**src/rtl/mem_access_unit.sv**
```systemverilog
// Data-memory access stage: turns an EX/MEM load/store into a req/ack transaction and stalls until it completes.
// Optional one-entry posted store buffer is enabled by defining DMEM_STORE_BUFFER_EN.
module mem_access_unit (
  input  logic        clk_i,
  input  logic        rst_i,
  input  logic        start_i,
  input  logic        MemRead_i,
  input  logic        MemWrite_i,
  input  logic [31:0] Addr_i,
  input  logic [31:0] WriteData_i,
  output logic [31:0] MemAddr_o,
  output logic [31:0] MemRead_Data_o,
  output logic        stall_o,
  output logic        mem_req_o,
  output logic        mem_we_o,
  output logic [31:0] mem_addr_o,
  output logic [31:0] mem_wdata_o,
  input  logic        mem_ack_i,
  input  logic [31:0] mem_rdata_i
);

  typedef enum logic [1:0] {
    IDLE = 2'd0,
    BUSY = 2'd1,
    DONE = 2'd2
  } state_t;

  state_t state, stateNext;

  logic accessReq;
  logic isWrite;
  logic acceptBlk;
  logic postStore;
  logic ackTake;
  logic bufValid;
  logic postOk;
  logic drainAck;

  function automatic logic [31:0] wordAddr(input logic [31:0] a);
    return {a[31:2], 2'b00};
  endfunction

  assign MemAddr_o = Addr_i;
  assign accessReq = start_i & (MemRead_i | MemWrite_i);
  // A simultaneous read and write request is treated as a read.
  assign isWrite   = MemWrite_i & ~MemRead_i;

`ifdef DMEM_STORE_BUFFER_EN
  // Buffer only ever fills from IDLE and blocks new accesses, so the drain
  // always completes while the FSM sits in IDLE.
  assign postOk   = isWrite & ~bufValid;
  assign drainAck = bufValid & mem_ack_i;

  always_ff @(posedge clk_i or negedge rst_i) begin
    if (!rst_i) begin
      bufValid <= 1'b0;
    end else if (postStore) begin
      bufValid <= 1'b1;
    end else if (drainAck) begin
      bufValid <= 1'b0;
    end
  end
`else
  assign bufValid = 1'b0;
  assign postOk   = 1'b0;
  assign drainAck = 1'b0;
`endif

  always_ff @(posedge clk_i or negedge rst_i) begin
    if (!rst_i) begin
      state <= IDLE;
    end else begin
      state <= stateNext;
    end
  end

  always_comb begin
    stateNext = state;
    stall_o   = 1'b0;
    acceptBlk = 1'b0;
    postStore = 1'b0;
    ackTake   = 1'b0;
    case (state)
      IDLE: begin
        if (accessReq) begin
          if (postOk) begin
            postStore = 1'b1;
          end else if (bufValid) begin
            stall_o = 1'b1;
          end else begin
            acceptBlk = 1'b1;
            stall_o   = 1'b1;
            stateNext = BUSY;
          end
        end
      end
      BUSY: begin
        stall_o = 1'b1;
        if (mem_ack_i) begin
          ackTake   = 1'b1;
          stateNext = DONE;
        end
      end
      DONE: begin
        stateNext = IDLE;
      end
      default: begin
        stateNext = IDLE;
      end
    endcase
  end

  // Memory port registers: loaded on acceptance, request dropped on the completing ack.
  always_ff @(posedge clk_i or negedge rst_i) begin
    if (!rst_i) begin
      mem_req_o   <= 1'b0;
      mem_we_o    <= 1'b0;
      mem_addr_o  <= 32'h0;
      mem_wdata_o <= 32'h0;
    end else if (acceptBlk || postStore) begin
      mem_req_o   <= 1'b1;
      mem_we_o    <= isWrite;
      mem_addr_o  <= wordAddr(Addr_i);
      mem_wdata_o <= WriteData_i;
    end else if (ackTake || drainAck) begin
      mem_req_o   <= 1'b0;
    end
  end

  always_ff @(posedge clk_i or negedge rst_i) begin
    if (!rst_i) begin
      MemRead_Data_o <= 32'h0;
    end else if (ackTake && !mem_we_o) begin
      MemRead_Data_o <= mem_rdata_i;
    end
  end

endmodule

```
**config.mk**
```make
export PLATFORM = sky130hd
export DESIGN_NAME = mem_access_unit
export DESIGN_NICKNAME = d
export VERILOG_FILES = /design/src/rtl/mem_access_unit.sv
export SDC_FILE = /design/constraint.sdc
export NUM_CORES = 1
export LEC_CHECK = 0
export BUFFER_PORTS_ARGS = -buffer_cell sky130_fd_sc_hd__buf_2
export CORE_ASPECT_RATIO = 0.5
export CORE_UTILIZATION = 48
export CTS_CLUSTER_DIAMETER = 200
export CTS_CLUSTER_SIZE = 24
export DETAILED_ROUTE_END_ITERATION = 8
export PLACE_DENSITY = 0.95
export SETUP_SLACK_MARGIN = 0.02
export SYNTH_ARGS = -nofsm -noshare
export SYNTH_HDL_FRONTEND = slang
export SYNTH_SLANG_ARGS = --single-unit
```
**constraint.sdc**
```tcl
create_clock -name clk_i -period 2.5 [get_ports clk_i]
set_clock_uncertainty 0.15 [all_clocks]
set_input_delay 0.25 -clock clk_i [delete_from_list [all_inputs] [get_ports clk_i]]
set_output_delay 0.25 -clock clk_i [all_outputs]
set_load 0.02 [all_outputs]
```
## Yosys cells after proc, flatten, opt, wreduce, memory -nomap -nowiden

Cells that the tools add are included.

- Register bits after elaboration: 98
- Bits of input ports: 102
- Output and inout bits: 131
- Word-level logic and storage cells: 28

- Equal/unequal tests: 3
- Muxes and demuxes: 10
- Bitwise logic cells: 4
- Reductions and logical operators: 5

Operator list:

| kind | count |
|---|---|
| 1-bit 2-to-1 mux | 6 |
| 2-bit 2-to-1 mux | 2 |
| 2-bit != test (second input constant) | 2 |
| 2-bit one-hot mux with 2 select lines | 1 |
| 1-bit AND | 2 |
| 2-bit by 1-bit == test with 1-bit output (second input constant) | 1 |
| 2-bit zero test | 1 |
| 1-bit one-hot mux with 2 select lines | 1 |
| 2-bit AND reduction | 1 |
| 2-bit nonzero test | 1 |
| 1-bit logical AND | 1 |
| 1-bit zero test | 1 |
| 1-bit NOT | 1 |
| 1-bit OR | 1 |

## Logic depth before layout (Yosys ltp)

- Depth after elaboration: 5
- Mapped depth: 5
- Depth with buffers taken out: 3

## Worst setup path after synthesis

No wires, ideal clock.

- Kind: register to register
- Start point: register state[0]
- End point: register mem_addr_o[10]
- Library setup time: 125 ps
- Data arrival time: 1377 ps
- Data required time: 2225 ps
- Slack: 848 ps
- Cell stages (with the launch flop): 6
- Buffers on the path: 2
- Clock period less this slack: 1652 ps
- Path through: dfrtp_1 > nor3b_2 > o21a_1 > buf_6 > buf_12 > mux2_4

- Word-level cells in the longest chain between the ends: 2

Ends and longest elaborated chain:

| element | RTL line | source |
|---|---|---|
| from (decl) | 28 | `state_t state, stateNext;` |
| from (signal assigned) | 73 | `state <= stateNext;` |
| 2-bit zero test | 83 | `case (state)` |
| 1-bit 2-to-1 mux | 83 |  |
| to (signal assigned) | 123 | `mem_addr_o <= wordAddr(Addr_i);` |
| to (decl) | 16 | `output logic [31:0] mem_addr_o,` |

Every way passes these cells.
A chain may end at the register's enable or synchronous reset.

## Final worst setup path

- Start point: register state[0]
- End point: register mem_wdata_o[31]

- Word-level cells in the longest chain between the ends: 2

Ends and longest elaborated chain:

| element | RTL line | source |
|---|---|---|
| 2-bit zero test | 83 |  |
| 1-bit 2-to-1 mux | 83 |  |
| to (signal assigned) | 124 | `mem_wdata_o <= WriteData_i;` |
| to (decl) | 17 | `output logic [31:0] mem_wdata_o,` |

Every way passes these cells.

==> flow_metrics.env <==
export IMPL_status="finished, final reports clean"
export IMPL_start_kind="flip-flop"
export IMPL_reg2reg_slack_ns=0.55
export IMPL_clkLatencyLatePin_ns=0.33
export IMPL_rr_startpoint="state[0]$_DFFE_PN0P_"
export IMPL_hp_start="mem_rdata_i[21]"
export IMPL_cap_violations=0
export IMPL_worstPathArrival_ns=2.02
export IMPL_synth_seq_cells=98
export IMPL_fill_cells=538
export IMPL_setup_tns_final_ns=0
export IMPL_synth_most_common_cell="dfrtp_1"
export IMPL_synth_warnings=0
export IMPL_ys_seq_area_share_pct=58.09
export IMPL_wl_per_cell_um=16.61
export IMPL_reg2reg_depth=4
export IMPL_max_slew_margin_pct=64.04
export IMPL_critPathCaptureType="flip-flop"
export IMPL_core_area_um2=8259
export IMPL_setup_viol=0
export IMPL_path_max_fanout=64
export IMPL_fin_crit_sh_pct=78.11
export IMPL_die_h_um=68.32
export IMPL_cts_max_level=3
export IMPL_ir_drop_mv=0.6564
export IMPL_fmax_mhz=512.1
export IMPL_drtIter0Drc=75
export IMPL_diodes=0
export IMPL_layout_drive_gt1_share_pct=67.94
export IMPL_area_growth_pct=39.24
export IMPL_worst_slew_pin_transition_ns=0.5394
export IMPL_ios=233
export IMPL_grt_pass1_vias=3095
export IMPL_grt_max_degree=65
export IMPL_yosys_area_top_type_share_pct=58.09
export IMPL_regArea_um2=2452
export IMPL_firstDrtPassIters=4
export IMPL_utilization_pct=71.17
export IMPL_stdcell_area_um2=5878
export IMPL_totalWireLength_um=10150
export IMPL_antenna_found_initial=0
export IMPL_synthTopCellsByArea="dfrtp_1 (58%), mux2_4 (21%), mux2_2 (9.1%), buf_4 (6.6%), buf_12 (2.8%)"
export IMPL_numPortBuffers=226
export IMPL_power_total_mw=6.688
export IMPL_synth_cells=250
export IMPL_die_area_um2=9197
export IMPL_whs_endpoint="MemRead_Data_o[21]$_DFFE_PN0P_"
export IMPL_cts_root_buffer="clkbuf_16"
export IMPL_multi_input_area_um2=1364
export IMPL_cts_tree="built"
export IMPL_fin_nets=596
export IMPL_whs_ns=0.007762
export IMPL_async_reset_ff_share_pct=100.0
export IMPL_cts_clk_slew_worst_paths_ns=0.07
export IMPL_crit_type="flip-flop to flip-flop"
export IMPL_cp_slowest_cell="dfrtp_1"
export IMPL_synthTopCellsByCount="dfrtp_1 (98), mux2_4 (58), buf_4 (37)"
export IMPL_worstPathCellList="nor3b_2, o21a_4, buf_12, mux2_2"
export IMPL_hold_buffers=45
export IMPL_synth_area_um2=4222
export IMPL_hold_path_depth=2
export IMPL_worst_r2r_endpoint="mem_wdata_o[31]$_DFFE_PN0P_"
export IMPL_synth_top_area_cell="dfrtp_1"
export IMPL_slew_violations=0
export IMPL_dpl_cell_area_um2=5147
export IMPL_floorplan_initialDensity_pct=51.11
export IMPL_synth_ff_type="dfrtp_1"
export IMPL_dp_cells=550
export IMPL_cts_setup_buffers=0
export IMPL_synth_distinct_cells=18
export IMPL_routed_via_density=4.664
export IMPL_grt_usage_pct=22.20
export IMPL_overflow=0
export IMPL_stdcell_count=611
export IMPL_grt_pass1_wl_um=15190
export IMPL_dp_slack_ns=0.5887
export IMPL_clock_sink_count=98
export IMPL_rows=23
export IMPL_die_w_um=134.6
export IMPL_hold_path_class="primary input to flip-flop"
export IMPL_worstPathRequired_ns=2.56
export IMPL_hold_viol=0
export IMPL_synth_edff_count=0
export IMPL_vias=2850
export IMPL_hpwl_um=6820
export IMPL_p_leak_nw=3.019
export IMPL_avgSynthCellArea_um2=16.89
export IMPL_numCtsBuffers=9
export IMPL_routabilityCongestion=0.7538
export IMPL_cts_resized_gates=0
export IMPL_layout_min_cycle_time_ns=1.953
export IMPL_drtAntennaViolNets=0
export IMPL_worst_slack_ns=0.5472
export IMPL_p_per_area_nw_per_um2=1138
export IMPL_cts_buffer_depth=2
export IMPL_critical_path_max_stage_delay_ns=0.40
export IMPL_drc_errors=0
export IMPL_rsz0062_at_grt="no"
-- cell usage in the layout, fill, tap and decap left out, types with 3 or more instances in the layout --
| master | synthesis | layout |
|---|---|---|
| mux2_2 | 34 | 34 |
| dlygate4sd3_1 | 0 | 45 |
| buf_2 | 0 | 225 |
| clkbuf_16 | 0 | 9 |
| mux2_4 | 58 | 58 |
| a21oi_1 | 3 | 3 |
| clkbuf_1 | 0 | 4 |
| buf_4 | 37 | 5 |
| dfrtp_1 | 98 | 98 |
-- routing by layer --
metal  GRT usage, %  vias to the layer above  share of wire (%)  routed length, um
li1               -                     1307                  -                  -
met1          22.32                     1432                 36               3640
met2          45.36                       87                 58               5928
met3          4.370                       24                3.0                306
met4          10.81                        0                2.7                274
met5              0                        -                  0                  0
-- area by class of cell --
type | count | share of cell area (%)
inverter | 2 | 0.1277
sequential | 98 | 41.72
tap | 112 | 2.384
clock buffer | 13 | 4.087
timing repair buffer | 276 | 27.80
multi-input combinational | 107 | 23.20
clock inverter | 3 | 0.6811
-- worst max-delay path: cells and delay by family, from the launching register on --
kind                   cells  cell delay [ns]
AOI/OAI and AO/OA          1             0.18
DFF                        1             0.40
and+or+nand+nor            1             0.27
muxes                      1             0.39
buffers and inverters      1             0.36
-- registers in the layout, indices dropped and copies added, names as in the netlist --
signal and count:
MemRead_Data_o 32, mem_addr_o 30, mem_req_o 1, mem_wdata_o 32, mem_we_o 1, state 2
-- kinds of logic (layout without fill, tap and decap cells) --
kind of cell,after synthesis,count (layout),synth area share (%)
DFF,98,98,58.09
and+or+nand+nor,5,5,0.8892
muxes,94,94,30.23
buffers and inverters,46,294,9.870
other,1,2,0.08883
AOI/OAI and AO/OA,6,6,0.8298
-- report_power, final --
| part | leakage, nW | internal, mW | switching [mW] |
|---|---|---|---|
| Sequential | 1.15 | 2.23 | 0.352 |
| Clock | 0.138 | 0.774 | 0.546 |
| Combinational | 1.73 | 1.28 | 1.51 |
| Total | 3.02 | 4.28 | 2.41 |
-- how the worst max path moves through the flow --
stage	from	endpoint	slack [ns]	depth (start not counted)
after floorplan	state[0]$_DFFE_PN0P_	mem_addr_o[10]$_DFFE_PN0P_	0.85	5
after global placement	state[0]$_DFFE_PN0P_	mem_wdata_o[31]$_DFFE_PN0P_	0.64	4
after detailed placement	state[0]$_DFFE_PN0P_	mem_addr_o[3]$_DFFE_PN0P_	0.59	4
after CTS	state[0]$_DFFE_PN0P_	mem_addr_o[3]$_DFFE_PN0P_	0.57	4
after global routing	state[0]$_DFFE_PN0P_	mem_wdata_o[31]$_DFFE_PN0P_	0.46	4
final	state[0]$_DFFE_PN0P_	mem_wdata_o[31]$_DFFE_PN0P_	0.55	4
No activity file was read; power rests on OpenSTA's default activity.
